`src/rtl/ysyx_25040101_pkg.sv`:
```
// Shared constants and types for the nebula-core instruction fetch path.
package ysyx_25040101_pkg;

    localparam int              XLEN             = 32;
    localparam logic [XLEN-1:0] RESET_PC_DEFAULT = 32'h8000_0000;
    localparam logic [XLEN-1:0] INST_NOP         = 32'h0000_0013;

    typedef enum logic [1:0] {
        IFU_IDLE,
        IFU_REQ,
        IFU_WAIT,
        IFU_HOLD
    } ifu_state_e;

    typedef enum logic [2:0] {
        PC_KEEP,
        PC_RESET,
        PC_INC,
        PC_REDIRECT,
        PC_PENDING
    } pc_sel_e;

    function automatic logic [XLEN-1:0] word_align(input logic [XLEN-1:0] addr);
        return addr & ~XLEN'(3);
    endfunction

endpackage

```
`src/rtl/ysyx_25040101_ifu_if.sv`:
```
// Instruction-memory port of the IFU: a request channel and a response channel,
// each with its own valid/ready handshake.
interface ysyx_25040101_ifu_if ();
    import ysyx_25040101_pkg::*;

    logic            req_valid_o;
    logic            req_ready_i;
    logic [XLEN-1:0] req_addr_o;
    logic            rsp_valid_i;
    logic            rsp_ready_o;
    logic [XLEN-1:0] rsp_data_i;
    logic            rsp_err_i;

    modport master (
        output req_valid_o, req_addr_o, rsp_ready_o,
        input  req_ready_i, rsp_valid_i, rsp_data_i, rsp_err_i
    );

    modport slave (
        input  req_valid_o, req_addr_o, rsp_ready_o,
        output req_ready_i, rsp_valid_i, rsp_data_i, rsp_err_i
    );

endinterface

```
`src/rtl/ysyx_25040101_ifu_pc.sv`:
```
// PC datapath of the IFU: current PC, a pending redirect target and the kill
// flag that marks the in-flight fetch as stale.
module ysyx_25040101_ifu_pc
    import ysyx_25040101_pkg::*;
#(
    parameter logic [XLEN-1:0] RESET_PC = RESET_PC_DEFAULT
) (
    input  logic            clk,
    input  logic            rst_n,
    input  pc_sel_e         sel_i,
    input  logic            pend_set_i,
    input  logic [XLEN-1:0] redirect_pc_i,
    output logic [XLEN-1:0] pc_o,
    output logic            kill_o
);

    logic [XLEN-1:0] pc_q, pc_d;
    logic [XLEN-1:0] next_pc_q, next_pc_d;
    logic            kill_q, kill_d;

    // NOTE: every always_comb output gets a default first so no path can infer a latch.
    always_comb begin
        pc_d      = pc_q;
        next_pc_d = next_pc_q;
        kill_d    = kill_q;
        if (pend_set_i) begin
            next_pc_d = word_align(redirect_pc_i);
            kill_d    = 1'b1;
        end
        case (sel_i)
            PC_RESET: begin
                pc_d   = word_align(RESET_PC);
                kill_d = 1'b0;
            end
            PC_INC:      pc_d = pc_q + XLEN'(4);
            PC_REDIRECT: begin
                pc_d   = word_align(redirect_pc_i);
                kill_d = 1'b0;
            end
            PC_PENDING: begin
                pc_d   = next_pc_q;
                kill_d = 1'b0;
            end
            default: ;
        endcase
    end

    // NOTE: state registers use non-blocking assignments so all flops update together.
    always_ff @(posedge clk) begin
        if (!rst_n) begin
            pc_q      <= word_align(RESET_PC);
            next_pc_q <= word_align(RESET_PC);
            kill_q    <= 1'b0;
        end else begin
            pc_q      <= pc_d;
            next_pc_q <= next_pc_d;
            kill_q    <= kill_d;
        end
    end

    assign pc_o   = pc_q;
    assign kill_o = kill_q;

endmodule

```
`src/rtl/ysyx_25040101_ifu.sv`:
```
// Instruction fetch unit: issues one aligned fetch at a time, buffers the word
// for decode and follows redirects from execute, including mid-fetch ones.
module ysyx_25040101_ifu
    import ysyx_25040101_pkg::*;
#(
    parameter logic [XLEN-1:0] RESET_PC = RESET_PC_DEFAULT
) (
    input  logic                clk,
    input  logic                rst_n,
    ysyx_25040101_ifu_if.master mem,
    input  logic                redirect_valid_i,
    input  logic [XLEN-1:0]     redirect_pc_i,
    output logic                inst_valid_o,
    input  logic                inst_ready_i,
    output logic [XLEN-1:0]     inst_o,
    output logic [XLEN-1:0]     pc_o,
    output logic                fault_o
);

    ifu_state_e      state_q, state_d;
    pc_sel_e         pc_sel;
    logic            pend_set;
    logic            buf_load;
    logic            kill;
    logic [XLEN-1:0] pc;
    logic [XLEN-1:0] inst_q, inst_d;
    logic            fault_q, fault_d;

    ysyx_25040101_ifu_pc #(
        .RESET_PC(RESET_PC)
    ) u_pc (
        .clk          (clk),
        .rst_n        (rst_n),
        .sel_i        (pc_sel),
        .pend_set_i   (pend_set),
        .redirect_pc_i(redirect_pc_i),
        .pc_o         (pc),
        .kill_o       (kill)
    );

    always_comb begin
        state_d  = state_q;
        pc_sel   = PC_KEEP;
        pend_set = 1'b0;
        buf_load = 1'b0;
        case (state_q)
            IFU_IDLE: begin
                state_d = IFU_REQ;
                pc_sel  = PC_RESET;
            end
            IFU_REQ: begin
                pend_set = redirect_valid_i;
                if (mem.req_ready_i) state_d = IFU_WAIT;
            end
            IFU_WAIT: begin
                if (mem.rsp_valid_i) begin
                    // A redirect arriving with the data overrides any older pending target.
                    state_d = IFU_REQ;
                    if (redirect_valid_i)  pc_sel = PC_REDIRECT;
                    else if (kill)         pc_sel = PC_PENDING;
                    else begin
                        state_d  = IFU_HOLD;
                        buf_load = 1'b1;
                    end
                end else begin
                    pend_set = redirect_valid_i;
                end
            end
            IFU_HOLD: begin
                if (redirect_valid_i) begin
                    state_d = IFU_REQ;
                    pc_sel  = PC_REDIRECT;
                end else if (inst_ready_i) begin
                    state_d = IFU_REQ;
                    pc_sel  = PC_INC;
                end
            end
            default: ;
        endcase
    end

    assign inst_d  = buf_load ? (mem.rsp_err_i ? INST_NOP : mem.rsp_data_i) : inst_q;
    assign fault_d = buf_load ? mem.rsp_err_i : fault_q;

    // NOTE: the instruction buffer is a single register, reset to NOP so decode never sees junk.
    always_ff @(posedge clk) begin
        if (!rst_n) begin
            state_q <= IFU_IDLE;
            inst_q  <= INST_NOP;
            fault_q <= 1'b0;
        end else begin
            state_q <= state_d;
            inst_q  <= inst_d;
            fault_q <= fault_d;
        end
    end

    assign mem.req_valid_o = (state_q == IFU_REQ);
    assign mem.rsp_ready_o = (state_q == IFU_WAIT);
    assign mem.req_addr_o  = pc;
    assign inst_valid_o    = (state_q == IFU_HOLD);
    assign inst_o          = inst_q;
    assign pc_o            = pc;
    assign fault_o         = fault_q;

endmodule

```
`src/flat_wrapper.sv`:
```
// flat-port wrapper written by rule: the top's interface ports become plain ports
module ysyx_25040101_ifu_flat import ysyx_25040101_pkg::*;
#(
    parameter logic [XLEN-1:0] RESET_PC = RESET_PC_DEFAULT
)
  (clk, rst_n, redirect_valid_i, redirect_pc_i, inst_valid_o, inst_ready_i, inst_o, pc_o, fault_o, mem_req_valid_o, mem_req_addr_o, mem_rsp_ready_o, mem_req_ready_i, mem_rsp_valid_i, mem_rsp_data_i, mem_rsp_err_i);
  ysyx_25040101_ifu_if mem_i ();
  input  logic clk;
  input  logic rst_n;
  input  logic redirect_valid_i;
  input  logic [XLEN-1:0] redirect_pc_i;
  output logic inst_valid_o;
  input  logic inst_ready_i;
  output logic [XLEN-1:0] inst_o;
  output logic [XLEN-1:0] pc_o;
  output logic fault_o;
  output wire logic [$bits(mem_i.req_valid_o)-1:0] mem_req_valid_o;
  output wire logic [$bits(mem_i.req_addr_o)-1:0] mem_req_addr_o;
  output wire logic [$bits(mem_i.rsp_ready_o)-1:0] mem_rsp_ready_o;
  input wire logic [$bits(mem_i.req_ready_i)-1:0] mem_req_ready_i;
  input wire logic [$bits(mem_i.rsp_valid_i)-1:0] mem_rsp_valid_i;
  input wire logic [$bits(mem_i.rsp_data_i)-1:0] mem_rsp_data_i;
  input wire logic [$bits(mem_i.rsp_err_i)-1:0] mem_rsp_err_i;
  assign mem_req_valid_o = mem_i.req_valid_o;
  assign mem_req_addr_o = mem_i.req_addr_o;
  assign mem_rsp_ready_o = mem_i.rsp_ready_o;
  assign mem_i.req_ready_i = mem_req_ready_i;
  assign mem_i.rsp_valid_i = mem_rsp_valid_i;
  assign mem_i.rsp_data_i = mem_rsp_data_i;
  assign mem_i.rsp_err_i = mem_rsp_err_i;
  ysyx_25040101_ifu #(.RESET_PC(RESET_PC)) u_core (.clk(clk), .rst_n(rst_n), .mem(mem_i), .redirect_valid_i(redirect_valid_i), .redirect_pc_i(redirect_pc_i), .inst_valid_o(inst_valid_o), .inst_ready_i(inst_ready_i), .inst_o(inst_o), .pc_o(pc_o), .fault_o(fault_o));
endmodule
```
`config.mk`:
```
export PLATFORM = sky130hd
export DESIGN_NAME = ysyx_25040101_ifu_flat
export DESIGN_NICKNAME = d
export VERILOG_FILES = /design/src/rtl/ysyx_25040101_pkg.sv /design/src/rtl/ysyx_25040101_ifu_if.sv /design/src/rtl/ysyx_25040101_ifu_pc.sv /design/src/rtl/ysyx_25040101_ifu.sv /design/src/flat_wrapper.sv
export SDC_FILE = /design/constraint.sdc
export NUM_CORES = 1
export LEC_CHECK = 0
export CORE_UTILIZATION = 45
export CTS_CLUSTER_DIAMETER = 200
export CTS_CLUSTER_SIZE = 30
export DETAILED_ROUTE_END_ITERATION = 16
export PLACE_DENSITY = 0.83
export SYNTH_ARGS = -nofsm -noshare
export SYNTH_HDL_FRONTEND = slang
export SYNTH_HIERARCHICAL = 1
export SYNTH_SLANG_ARGS = --single-unit
```
`constraint.sdc`:
```
create_clock -name clk -period 4 [get_ports clk]
set_input_delay 0.8 -clock clk [delete_from_list [all_inputs] [get_ports clk]]
set_output_delay 0.8 -clock clk [all_outputs]
set_load 0.02 [all_outputs]
```
# Word-level counts from Yosys, hierarchy flattened
# Cells that the tools add are included.
[word_totals]
output_inout_bits = 100
word_cells = 43
input_bits = 71
ff_bits = 98
[op_classes]
reduce_logical = 4
n_addsub = 1
bitwise_logic = 1
n_eq_ne = 10
muxes = 21
[ops]
columns = ["cell", "n"]
rows = [
  ["one-hot mux 32 bit (4 select lines)", 1],
  ["adder 32 x 3 -> 32 bit (second input constant)", 1],
  ["two-way mux 32 bit", 1],
  ["two-way mux 2 bit", 7],
  ["two-way mux 3 bit", 4],
  ["one-hot mux 3 bit (3 select lines)", 1],
  ["one-hot mux 2 bit (4 select lines)", 1],
  ["== test 3 x 2 -> 1 bit (second input constant)", 2],
  ["two-way mux 1 bit", 5],
  ["== test 2 bit (second input constant)", 2],
  ["inequality test 2 x 1 -> 1 bit (second input constant)", 2],
  ["nonzero test 4 bit", 1],
  ["OR reduction 4 bit", 1],
  ["== test 3 x 1 -> 1 bit (second input constant)", 1],
  ["== test 3 bit (second input constant)", 1],
  ["inequality test 3 x 2 -> 1 bit (second input constant)", 1],
  ["AND reduction 3 bit", 1],
  ["== test 2 x 1 -> 1 bit (second input constant)", 1],
  ["logical NOT 2 bit", 1],
  ["one-hot mux 1 bit (2 select lines)", 1],
  ["inverter 1 bit", 1],
]

# Longest topological paths before layout
# Gate-level depths: netlist of run 1.
[logic_depth]
depth_word = 6
mapped_depth = 11
mapped_depth_nobuf = 9

# Modules after synthesis
# The synthesis of run 1 kept the hierarchy.
[modules_own_cells]
columns = ["mod", "cells_per_inst", "seq_area_each_um2", "n_inst", "area_each_um2"]
rows = [
  ["ysyx_25040101_ifu_pc", 449, 1221.2, 1, 3763.6],
  ["ysyx_25040101_ifu", 210, 700.7, 1, 1788.0],
]

# Worst setup path after synthesis of run 1
# Ideal clock, no wire load.
[synth_timing]
path_kind = "input to register"
startpoint = "in redirect_valid_i"
endpoint = "reg u_core.u_pc.pc_q[27] (netlist: u_core/u_pc/pc_o[27])"
n_path_buf = 2
required_time_ps = 3880
path_slack_ps = 1526
arrival_ps = 2355
path_stages = 7
setup_time_ps = 120
path_cell_list = "nor4b_1 -> buf_6 -> nor2b_1 -> buf_2 -> a22o_1 -> a221o_1 -> a211o_1"
[synth_via]
elab_chain_len = 5
elab_cells_between_ends = 10
cone_classes = "4 x eq/ne; 5 x mux; 1 x reduce/logical"
[synth_rtl]
columns = ["item", "line", "text"]
rows = [
  ["start, declared", "flat_wrapper.sv:10", "input logic redirect_valid_i;"],
  ["two-way mux 3 bit", "ysyx_25040101_ifu.sv:59", "if (redirect_valid_i) pc_sel = PC_REDIRECT;"],
  ["two-way mux 3 bit", "ysyx_25040101_ifu.sv:56", "if (mem.rsp_valid_i) begin"],
  ["one-hot mux 3 bit (3 select lines) (*)", "ysyx_25040101_ifu.sv:46", "case (state_q)"],
  ["== test 3 bit (tied with other cells)", "ysyx_25040101_ifu_pc.sv:30", "case (sel_i)"],
  ["one-hot mux 32 bit (4 select lines) or nonzero test 4 bit (tied branches)", "--", ""],
  ["end signal, assigned", "ysyx_25040101_ifu_pc.sv:51", "pc_q <= word_align(RESET_PC);"],
  ["end signal, assigned", "ysyx_25040101_ifu_pc.sv:55", "pc_q <= pc_d;"],
  ["end, declared", "ysyx_25040101_ifu_pc.sv:17", "logic [XLEN-1:0] pc_q, pc_d;"],
]
# Mark *: on every way between the ends. The rest lies on a longest branch, timed or not.
# A chain may end at the register's enable or synchronous reset.

# Worst setup path in the final report of run 1
[layout_timing]
startpoint = "in mem_rsp_valid_i"
endpoint = "reg u_core.u_pc.pc_q[8] (netlist: u_core/u_pc/pc_o[8])"
[layout_via]
elab_chain_len = 4
elab_cells_between_ends = 8
cone_classes = "4 x eq/ne; 3 x mux; 1 x reduce/logical"
[layout_rtl]
columns = ["item", "line", "text"]
rows = [
  ["start, declared", "flat_wrapper.sv:21", "input wire logic [$bits(mem_i.rsp_valid_i)-1:0] mem_rsp_valid_i;"],
  ["two-way mux 3 bit (*)", "ysyx_25040101_ifu.sv:56", ""],
  ["one-hot mux 3 bit (3 select lines) (*)", "ysyx_25040101_ifu.sv:46", ""],
  ["via u_core.pc_sel[0]", "ysyx_25040101_ifu.sv:21", "pc_sel_e pc_sel;"],
  ["== test 3 bit (tied with other cells)", "ysyx_25040101_ifu_pc.sv:30", ""],
  ["one-hot mux 32 bit (4 select lines) or nonzero test 4 bit (tied branches)", "--", ""],
]
# The timed path passes the listed nets; every way through them passes the cells marked *.

==> results of run 1 <==
## stage by stage
| step | std cells | hold WS [ns] |
|---|---|---|
| finish | 915 | 0.456 |
| global route | 915 | 0.467 |
| global placement | 899 | 0.438 |
| CTS | 915 | 0.457 |
| floorplan | 660 | 0.431 |
| detailed placement | 899 | 0.447 |
## flip-flops by register name (all words and copies together) (netlist names)
signal / cells
u_core/inst_o: 32
u_core/u_pc/next_pc_q: 30
u_core/u_pc/pc_o: 30
u_core/state_q: 2
u_core/fault_o: 1
u_core/u_pc/kill_o: 1
## cells in the mapped netlist, types with 5 or more instances
cell type / n
nand3_1: 31
nand2_1: 59
nand4_1: 13
a21oi_1: 42
and2_1: 9
a221oi_1: 5
a22o_1: 16
o31ai_1: 7
buf_1: 5
buf_4: 36
nor3_1: 17
dfxtp_1: 96
mux2i_1: 30
and3_1: 6
a221o_1: 9
inv_1: 10
a31oi_1: 10
a21boi_0: 18
nand3b_1: 30
a22oi_1: 7
o21ai_0: 16
buf_2: 16
clkbuf_1: 26
xnor2_1: 6
nor2_1: 45
a31o_2: 5
ha_1: 6
and4_1: 6
## cells by family after synthesis
family / Yosys count / share of synthesized area
buf+inv: 99 / 0.101
xor+xnor: 7 / 0.0110
other cells: 1 / 0.000675
flops: 96 / 0.346
simple gates: 249 / 0.253
fa+ha+maj: 6 / 0.0135
mux: 33 / 0.0602
compound gates: 168 / 0.215
## area by class of cell
type	count	area, um2	area share
multi-input cells	465	3100	0.423
flip-flops and latches	96	1920	0.262
repair buffers	181	1770	0.241
clock buffers	10	229	0.0312
well taps	147	184	0.0251
clock inverters	6	91.3	0.0124
inverters	10	37.5	0.00512
## routing by layer
metal	vias up	share of wire
met5	-	0
met4	0	0.016
met3	26	0.083
met2	246	0.48
met1	2652	0.42
li1	2596	-
## path summary, 6_finish.rpt
path                                                      from                          endpoint  depth (start not counted)
worst min-delay path             u_core/inst_o[5]$_SDFFE_PN0P_     u_core/inst_o[5]$_SDFFE_PN0P_                          2
worst min register to register   u_core/inst_o[5]$_SDFFE_PN0P_     u_core/inst_o[5]$_SDFFE_PN0P_                          2
worst max register to register  u_core/state_q[0]$_SDFFE_PN0P_  u_core/u_pc/pc_o[8]$_SDFFE_PN0P_                          9
worst max-delay path                           mem_rsp_valid_i  u_core/u_pc/pc_o[8]$_SDFFE_PN0P_                          8
## power by group
group | internal, W | switching, W | leakage [nW] | total, W
Clock | 0.000552 | 0.000383 | 0.157 | 0.000934
Combinational | 0.000181 | 0.000206 | 1.58 | 0.000386
Sequential | 0.000979 | 0.0000220 | 0.775 | 0.00100
Total | 0.00171 | 0.000610 | 2.52 | 0.00232
## critical path: cells and delay by family
kind	cells	cell delay [ns]
compound gates	5	1.08
simple gates	2	1.13
buf+inv	1	0.55
==> flow_metrics.py, run 1 <==
metrics = {
    "floorplan": {
        "dieWidth_um": 113,
        "fp.dieArea_um2": 12800,
        "core-area_um2": 12000,
        "initial_core_util": 0.462,
        "core.rowCount": 40,
        "boundaryPins": 171,
        "die_h_um": 113,
    },
    "yosys": {
        "synth_seq_area_share": 0.346,
        "mappedNetlistArea_um2": 5550,
        "ys_async_sr_fraction": 0,
        "ys.warnings.count": 6,
        "yosysTopAreaCell": "dfxtp_1",
        "synth-seq-cells": 96,
        "ys.flop_type": "dfxtp_1",
        "yosys.area.top_type_share": 0.346,
        "syn_avg_cell_area_um2": 8.42,
        "synth_edf_count": 0,
        "yosysUniqueCellTypes": 68,
        "cell_count_after_synthesis": 659,
        "post_synth_main_area_contributors": "dfxtp_1 35%, mux2i_1 5.4%, buf_4 4.9%",
    },
    "global_routing": {
        "grt_start_max_net_pins": 35,
        "grt_util_met2": 0.430,
        "grt_antenna_before_repair": 0,
        "grt_first_pass_wirelength_mm": 26.2,
        "first_global_vias": 5333,
        "grt_use_met3": 0.0616,
        "met1_usage": 0.315,
        "remaining_overflow_grt": 0,
        "grt-busiest-layer": "met2",
        "grt.total_usage": 0.255,
    },
    "timing": {
        "skew_ns": 0.00616,
        "actual_slew_at_the_worst_max_slew_pin_ns": 1.01,
        "layout_worst_path_cycle_share": 0.824,
        "worst_slew_margin_rel": 0.327,
        "timing.final.crit_period_ns": 3.30,
        "maxClockFrequency_mhz": 303,
        "final.setup.tns_ns": 0,
        "crit_path_setup_slack_layout_ns": 0.703,
        "setup_viol": 0,
        "grt_setup_unrepaired": "no",
        "final-hold-violation-count": 0,
        "number_of_slew_limit_violations_in_the_final_report": 0,
    },
    "layout": {
        "layout.core_utilization": 0.611,
        "layout.filler_cells": 1040,
        "layout.cells.most_common": "clkdlybuf4s50_1",
        "layout_common_cells": "164 x clkdlybuf4s50_1, 96 x dfxtp_1, 59 x nand2_1",
        "final_area_um2": 7340,
        "nNetsFinal": 840,
        "drive_above_1_share": 0.0729,
        "area_growth_syn_to_layout_pct": 32.2,
        "insertedDiodeCount": 0,
    },
    "route": {
        "drt.antenna.violating_nets": 0,
        "detailroute.via_count": 5520,
        "drtIter0Drc": 517,
        "wl_per_cell_um": 17.9,
        "drc": 0,
        "routed_via_density": 6.03,
        "drt_pass1_iterations": 5,
        "routed_wl_mm": 16.4,
    },
    "clock_network": {
        "cts_max_path_buffers": 2,
        "cts_htree_levels": 3,
        "worst_skew_late_latency_ns": 0.35,
        "clock_tree.root_cell": "clkbuf_16",
        "hold_buffers": 0,
        "clock_sinks": 96,
        "post_cts.repair.setup_buffers": 0,
        "cts_clk_pin_slew_worst_paths_ns": 0.07,
        "cts_tree": "built",
        "cts_inserted_buffers": 9,
        "cts_repair_resize_count": 0,
    },
    "setup_path": {
        "timing_worst_setup_path_type": "input port to register",
        "worst_path_largest_cell_delay_ns": 0.63,
        "worstPathCellList": "clkdlybuf4s50_1 -> a21o_1 -> a21oi_1 -> a21oi_1 -> nand2_1 -> nand2_1 -> a22oi_1 -> a31oi_1",
        "cp.required_ns": 4.26,
        "timing.critical_path.arrival_ns": 3.56,
        "worst_setup_path_end_kind": "register",
        "cpMaxStageDelayCell": "nand2_1",
        "path_max_fanout": 20,
        "startpoint_class": "input port",
        "ff2ff_setup_slack_ns": 1.04,
    },
    "power": {
        "worst_vdd_rail_ir_drop_mv": 0.167,
        "finalPower_w": 0.00232,
        "pwrdens_nw_per_um2": 316,
        "leakagePower_nw": 2.52,
    },
    "placement": {
        "dp_hpwl_mm": 11.0,
        "post-place-ws_ns": 0.450,
        "placement.cell_area_um2": 7020,
        "place.gp.congestion": 0.873,
        "placement.io_buffers": 164,
    },
    "min_path": {
        "hold_path.class": "register to register",
    },
    "run": {
        "drv.max_cap_violation_count": 0,
    },
    "run_status": {
        "outcome": "finished clean",
    },
}
No activity file was read; power rests on OpenSTA's default activity.
==> run 2: changes to the inputs <==
==> constraint.sdc (replaced) <==
create_clock -name clk -period 3.1 [get_ports clk]
set_input_delay 0.62 -clock clk [delete_from_list [all_inputs] [get_ports clk]]
set_output_delay 0.62 -clock clk [all_outputs]
set_load 0.02 [all_outputs]
==> flow_metrics.py, run 2 (synthesis results as in run 1) <==
metrics = {
    "setup_path": {
        "path_max_fanout": 21,
        "timing_worst_setup_path_type": "input port to register",
        "worstPathCellList": "clkdlybuf4s50_1 -> a21o_1 -> a21oi_1 -> a21oi_1 -> buf_4 -> buf_4 -> nor3b_2 -> buf_12 -> a221o_1 -> a221o_1",
        "path_buf_inv": 4,
        "cp.required_ns": 3.33,
        "worst_setup_path_end_kind": "register",
        "cpMaxStageDelayCell": "clkdlybuf4s50_1",
        "worst_path_largest_cell_delay_ns": 0.53,
        "worst_path_dominant_cell_family": "compound AO/OA/AOI/OAI gates",
        "startpoint_class": "input port",
        "timing.critical_path.arrival_ns": 2.87,
    },
    "floorplan": {
        "core-area_um2": 12000,
        "dieWidth_um": 113,
        "core.rowCount": 40,
        "initial_core_util": 0.462,
        "die_h_um": 113,
        "fp.dieArea_um2": 12800,
        "boundaryPins": 171,
    },
    "global_routing": {
        "grt_antenna_before_repair": 0,
        "grt_start_max_net_pins": 35,
        "grt_first_pass_wirelength_mm": 26.0,
        "first_global_vias": 5318,
        "remaining_overflow_grt": 0,
        "grt.total_usage": 0.251,
    },
    "layout": {
        "insertedDiodeCount": 0,
        "layout.core_utilization": 0.619,
        "final_cells": 926,
        "drive_above_1_share": 0.0860,
        "area_growth_syn_to_layout_pct": 34.0,
        "flip_flop_count_of_the_largest_register_all_copies_and_words_added": 32,
        "layout_common_cells": "164 x clkdlybuf4s50_1, 96 x dfxtp_1, 59 x nand2_1",
        "layout.cells.most_common": "clkdlybuf4s50_1",
        "nNetsFinal": 852,
    },
    "timing": {
        "setup_viol": 0,
        "actual_slew_at_the_worst_max_slew_pin_ns": 0.835,
        "timing.final.crit_period_ns": 2.64,
        "maxClockFrequency_mhz": 378,
        "number_of_slew_limit_violations_in_the_final_report": 0,
        "grt_setup_unrepaired": "no",
        "final.setup.tns_ns": 0,
        "worst_slew_margin_rel": 0.442,
        "layout_worst_path_cycle_share": 0.852,
        "final-hold-violation-count": 0,
        "skew_ns": 0.00635,
    },
    "run": {
        "drv.max_cap_violation_count": 0,
    },
    "clock_network": {
        "clock_tree.root_cell": "clkbuf_16",
        "worst_skew_late_latency_ns": 0.34,
        "cts_max_path_buffers": 2,
        "cts_htree_levels": 3,
        "cts_clk_pin_slew_worst_paths_ns": 0.07,
        "cts_inserted_buffers": 9,
        "clock_sinks": 96,
        "post_cts.repair.setup_buffers": 0,
        "cts_repair_resize_count": 0,
        "cts_tree": "built",
        "hold_buffers": 0,
    },
    "placement": {
        "placed_cells_incl_taps": 911,
        "place.gp.congestion": 0.890,
        "dp_hpwl_mm": 11.1,
        "placement.io_buffers": 164,
    },
    "min_path": {
        "hold_path.class": "register to register",
    },
    "route": {
        "drtIter0Drc": 648,
        "drt_pass1_iterations": 6,
        "routed_wl_mm": 16.1,
        "detailroute.via_count": 5605,
        "routed_via_density": 6.05,
        "drt.antenna.violating_nets": 0,
        "wl_per_cell_um": 17.4,
        "drc": 0,
    },
    "power": {
        "worst_vdd_rail_ir_drop_mv": 0.225,
        "power.switching_fraction": 0.266,
        "clkPwrFrac": 0.385,
        "total_switching_power_w": 0.000782,
        "sequential_cell_fraction_of_total_power": 0.439,
        "leakagePower_nw": 2.57,
        "combinationalPowerShare": 0.176,
        "pwrdens_nw_per_um2": 395,
        "finalPower_w": 0.00294,
        "power.internal_w": 0.00216,
    },
    "run_status": {
        "outcome": "finished clean",
    },
}
==> run 2: stage by stage <==
| stage | instance area, um2 | worst slack (ns) | hold slack (ns) |
|---|---|---|---|
| floorplan | 5560 | 0.732 | 0.431 |
| global placement | 7140 | 0.167 | 0.439 |
| detailed placement | 7140 | 0.125 | 0.446 |
| CTS | 7440 | 0.475 | 0.456 |
| global route | 7440 | 0.291 | 0.466 |
| finish | 7440 | 0.458 | 0.452 |
==> run 2: worst paths after layout <==
path | start | cells after the start | slack (ns) | to
setup / recovery | mem_rsp_valid_i | 10 | 0.46 | u_core/u_pc/pc_o[17]$_SDFFE_PN0P_
setup reg to reg | u_core/state_q[0]$_SDFFE_PN0P_ | 11 | 0.47 | u_core/u_pc/pc_o[17]$_SDFFE_PN0P_
hold / removal | u_core/inst_o[5]$_SDFFE_PN0P_ | 2 | 0.45 | u_core/inst_o[5]$_SDFFE_PN0P_
hold reg to reg | u_core/inst_o[5]$_SDFFE_PN0P_ | 2 | 0.45 | u_core/inst_o[5]$_SDFFE_PN0P_
==> run 2: final cells by class <==
| cell class | instances | area, um2 |
|---|---|---|
| Clock inverter | 4 | 53.8 |
| Timing Repair Buffer | 193 | 1900 |
| Multi-Input combinational cell | 465 | 3100 |
| Clock buffer | 11 | 243 |
| Tap cell | 147 | 184 |
| Inverter | 10 | 37.5 |
| Sequential cell | 96 | 1920 |
| Fill cell | 1016 | 4570 |
==> run 2: metal layers <==
layer | track usage | routed length [um] | vias up
met3 | 0.0418 | 1290 | 34
met4 | 0.111 | 354 | 0
met5 | 0 | 0 | -
li1 | - | - | 2614
met1 | 0.317 | 6710 | 2650
met2 | 0.420 | 7750 | 307
==> run 2: power groups by stage <==
stage / logic (W) / registers [W] / clock network, W
6_report: 0.000518 / 0.00129 / 0.00113
2_1_floorplan: 0.000280 / 0.00132 / 0
4_1_cts: 0.000514 / 0.00129 / 0.00115
3_3_place_gp: 0.000498 / 0.00132 / 0
5_1_grt: 0.000553 / 0.00129 / 0.00121
3_5_place_dp: 0.000511 / 0.00132 / 0
==> run 2: tightest hold or removal path: stages (launching register included) <==
cell and delay, ns:
dfxtp_1 0.31, nand2_1 0.05, a21oi_1 0.05
==> run 3: changes to the inputs <==
--- a/config.mk
+++ b/config.mk
@@ -10,6 +10,7 @@
 export CTS_CLUSTER_SIZE = 30
 export DETAILED_ROUTE_END_ITERATION = 16
 export PLACE_DENSITY = 0.83
+export SETUP_SLACK_MARGIN = 0.4
 export SYNTH_ARGS = -nofsm -noshare
 export SYNTH_HDL_FRONTEND = slang
 export SYNTH_HIERARCHICAL = 1
==> flow_metrics.py, run 3 (synthesis results as in run 1) <==
metrics = {
    "power": {
        "leakagePower_nw": 2.57,
        "pwrdens_nw_per_um2": 395,
        "worst_vdd_rail_ir_drop_mv": 0.224,
    },
    "setup_path": {
        "worstPathCellList": "clkdlybuf4s50_1 -> nor4b_2 -> buf_4 -> nor2b_1 -> buf_4 -> a22o_1 -> a221o_1 -> a221o_1",
        "worst_path_largest_cell_delay_ns": 0.54,
        "ff2ff_setup_slack_ns": 0.54,
        "path_max_fanout": 12,
        "timing_worst_setup_path_type": "input port to register",
        "cp.required_ns": 3.33,
        "worstRegToRegCells": 11,
        "timing.rr.end": "u_core/u_pc/pc_o[17]$_SDFFE_PN0P_",
        "startpoint_class": "input port",
        "cpMaxStageDelayCell": "clkdlybuf4s50_1",
        "critical_path.reg2reg.startpoint": "u_core/state_q[0]$_SDFFE_PN0P_",
        "worst_setup_path_end_kind": "register",
        "timing.critical_path.arrival_ns": 2.83,
    },
    "placement": {
        "place.gp.congestion": 0.890,
        "dp_hpwl_mm": 11.1,
        "placement.io_buffers": 164,
        "post-place-ws_ns": 0.125,
    },
    "route": {
        "drtIter0Drc": 589,
        "routed_via_density": 6.03,
        "wl_per_cell_um": 17.5,
        "detailroute.via_count": 5583,
        "drt.antenna.violating_nets": 0,
        "drc": 0,
        "drt_pass1_iterations": 6,
        "routed_wl_mm": 16.2,
    },
    "layout": {
        "area.sequential_um2": 1920,
        "flip_flop_count_of_the_largest_register_all_copies_and_words_added": 32,
        "insertedDiodeCount": 0,
        "multi_input_logic_area_um2": 3120,
        "layout_common_cells": "163 x clkdlybuf4s50_1, 95 x dfxtp_1, 58 x nand2_1",
        "layout.core_utilization": 0.622,
        "layout.filler_cells": 1014,
        "area_growth_syn_to_layout_pct": 34.5,
        "nNetsFinal": 852,
        "drive_above_1_share": 0.0886,
        "layout.cells.most_common": "clkdlybuf4s50_1",
    },
    "run": {
        "drv.max_cap_violation_count": 0,
    },
    "global_routing": {
        "grt.total_usage": 0.251,
        "grt_first_pass_wirelength_mm": 26.0,
        "grt_use_met3": 0.0418,
        "grt_util_met2": 0.420,
        "grt_antenna_before_repair": 0,
        "first_global_vias": 5318,
        "met1_usage": 0.317,
        "grt_start_max_net_pins": 35,
        "grt-busiest-layer": "met2",
        "remaining_overflow_grt": 0,
    },
    "clock_network": {
        "clock_sinks": 96,
        "cts_htree_levels": 3,
        "cts_tree": "built",
        "cts_clk_pin_slew_worst_paths_ns": 0.06,
        "cts_max_path_buffers": 2,
        "worst_skew_late_latency_ns": 0.34,
        "clock_tree.root_cell": "clkbuf_16",
        "cts_inserted_buffers": 9,
    },
    "timing": {
        "crit_path_setup_slack_layout_ns": 0.495,
        "timing.final.crit_period_ns": 2.60,
        "actual_slew_at_the_worst_max_slew_pin_ns": 0.829,
        "maxClockFrequency_mhz": 384,
        "grt_setup_unrepaired": "yes",
        "number_of_slew_limit_violations_in_the_final_report": 0,
        "final.setup.tns_ns": 0,
        "worst_slew_margin_rel": 0.446,
        "skew_ns": 0.00763,
        "layout_worst_path_cycle_share": 0.840,
        "setup_viol": 0,
        "final-hold-violation-count": 0,
    },
    "floorplan": {
        "dieWidth_um": 113,
        "core.rowCount": 40,
        "initial_core_util": 0.462,
        "boundaryPins": 171,
        "die_h_um": 113,
        "core-area_um2": 12000,
        "fp.dieArea_um2": 12800,
    },
    "min_path": {
        "hold_path.class": "register to register",
        "timing.hold.worst_endpoint": "u_core/inst_o[3]$_SDFFE_PN0P_",
        "hold-path-cell-count": 2,
        "hold_start": "u_core/inst_o[3]$_SDFFE_PN0P_",
    },
    "run_status": {
        "outcome": "finished clean",
    },
}
-- run 3: cell types whose count changed in the layout (fill, tap and decap cells not counted), sizes merged --
| cell | before | now |
|---|---|---|
| clkdlybuf4s50 | 164 | 163 |
| dlymetal6s2s | 0 | 1 |
-- run 3: what timing repair did --
| item | in CTS | in global routing |
|---|---|---|
| endpoints found under the setup margin | 0 | 16 |
| hold buffers | 0 | 0 |
| buffers inserted | 0 | 0 |
| gates resized for setup | 0 | 7 |
-- run 3: cell type report --
| type | instances | area share |
|---|---|---|
| Clock buffer | 11 | 0.0325 |
| Clock inverter | 4 | 0.00720 |
| Inverter | 10 | 0.00503 |
| Multi-Input combinational cell | 465 | 0.418 |
| Sequential cell | 96 | 0.257 |
| Tap cell | 147 | 0.0246 |
| Timing Repair Buffer | 193 | 0.255 |
-- run 3: worst max-delay path: cells and delay by family --
family,cells,cell delay [ns]
AOI/OAI and AO/OA,3,0.83
and+or+nand+nor,2,0.43
buffers and inverters,3,0.95
-- run 3: report_power, final --
part	leakage (nW)	internal, W	total [W]	switching, W
logic	1.66	0.000254	0.000527	0.000273
registers	0.775	0.00126	0.00129	0.0000282
clock network	0.138	0.000647	0.00113	0.000486
-- run 3: layer usage --
metal | vias to the layer above | wire, um
met3 | 23 | 1320
met4 | 0 | 268
met1 | 2667 | 6690
met2 | 276 | 7920
li1 | 2617 | -
met5 | - | 0
-- run 3: worst max path at each step --
| stage | from | end | cells after the start |
|---|---|---|---|
| finish | redirect_valid_i | u_core/u_pc/pc_o[17]$_SDFFE_PN0P_ | 8 |
| global route | redirect_valid_i | u_core/u_pc/pc_o[31]$_SDFFE_PN1P_ | 8 |
| CTS | mem_rsp_valid_i | u_core/u_pc/pc_o[17]$_SDFFE_PN0P_ | 10 |
| detailed placement | mem_rsp_valid_i | u_core/u_pc/pc_o[17]$_SDFFE_PN0P_ | 10 |
| global placement | mem_rsp_valid_i | u_core/u_pc/pc_o[17]$_SDFFE_PN0P_ | 10 |
| floorplan | u_core/state_q[0]$_SDFFE_PN0P_ | u_core/u_pc/pc_o[17]$_SDFFE_PN0P_ | 11 |
-- run 3: metrics by stage --
| stage | hold slack [ns] | cell area (um2) | std cells | power [W] |
|---|---|---|---|---|
| 2_1_floorplan | 0.431 | 5560 | 660 | 0.00160 |
| 3_3_place_gp | 0.439 | 7140 | 911 | 0.00181 |
| 3_5_place_dp | 0.446 | 7140 | 911 | 0.00183 |
| 4_1_cts | 0.456 | 7440 | 926 | 0.00296 |
| 5_1_grt | 0.466 | 7470 | 926 | 0.00307 |
| 6_report | 0.451 | 7470 | 926 | 0.00295 |
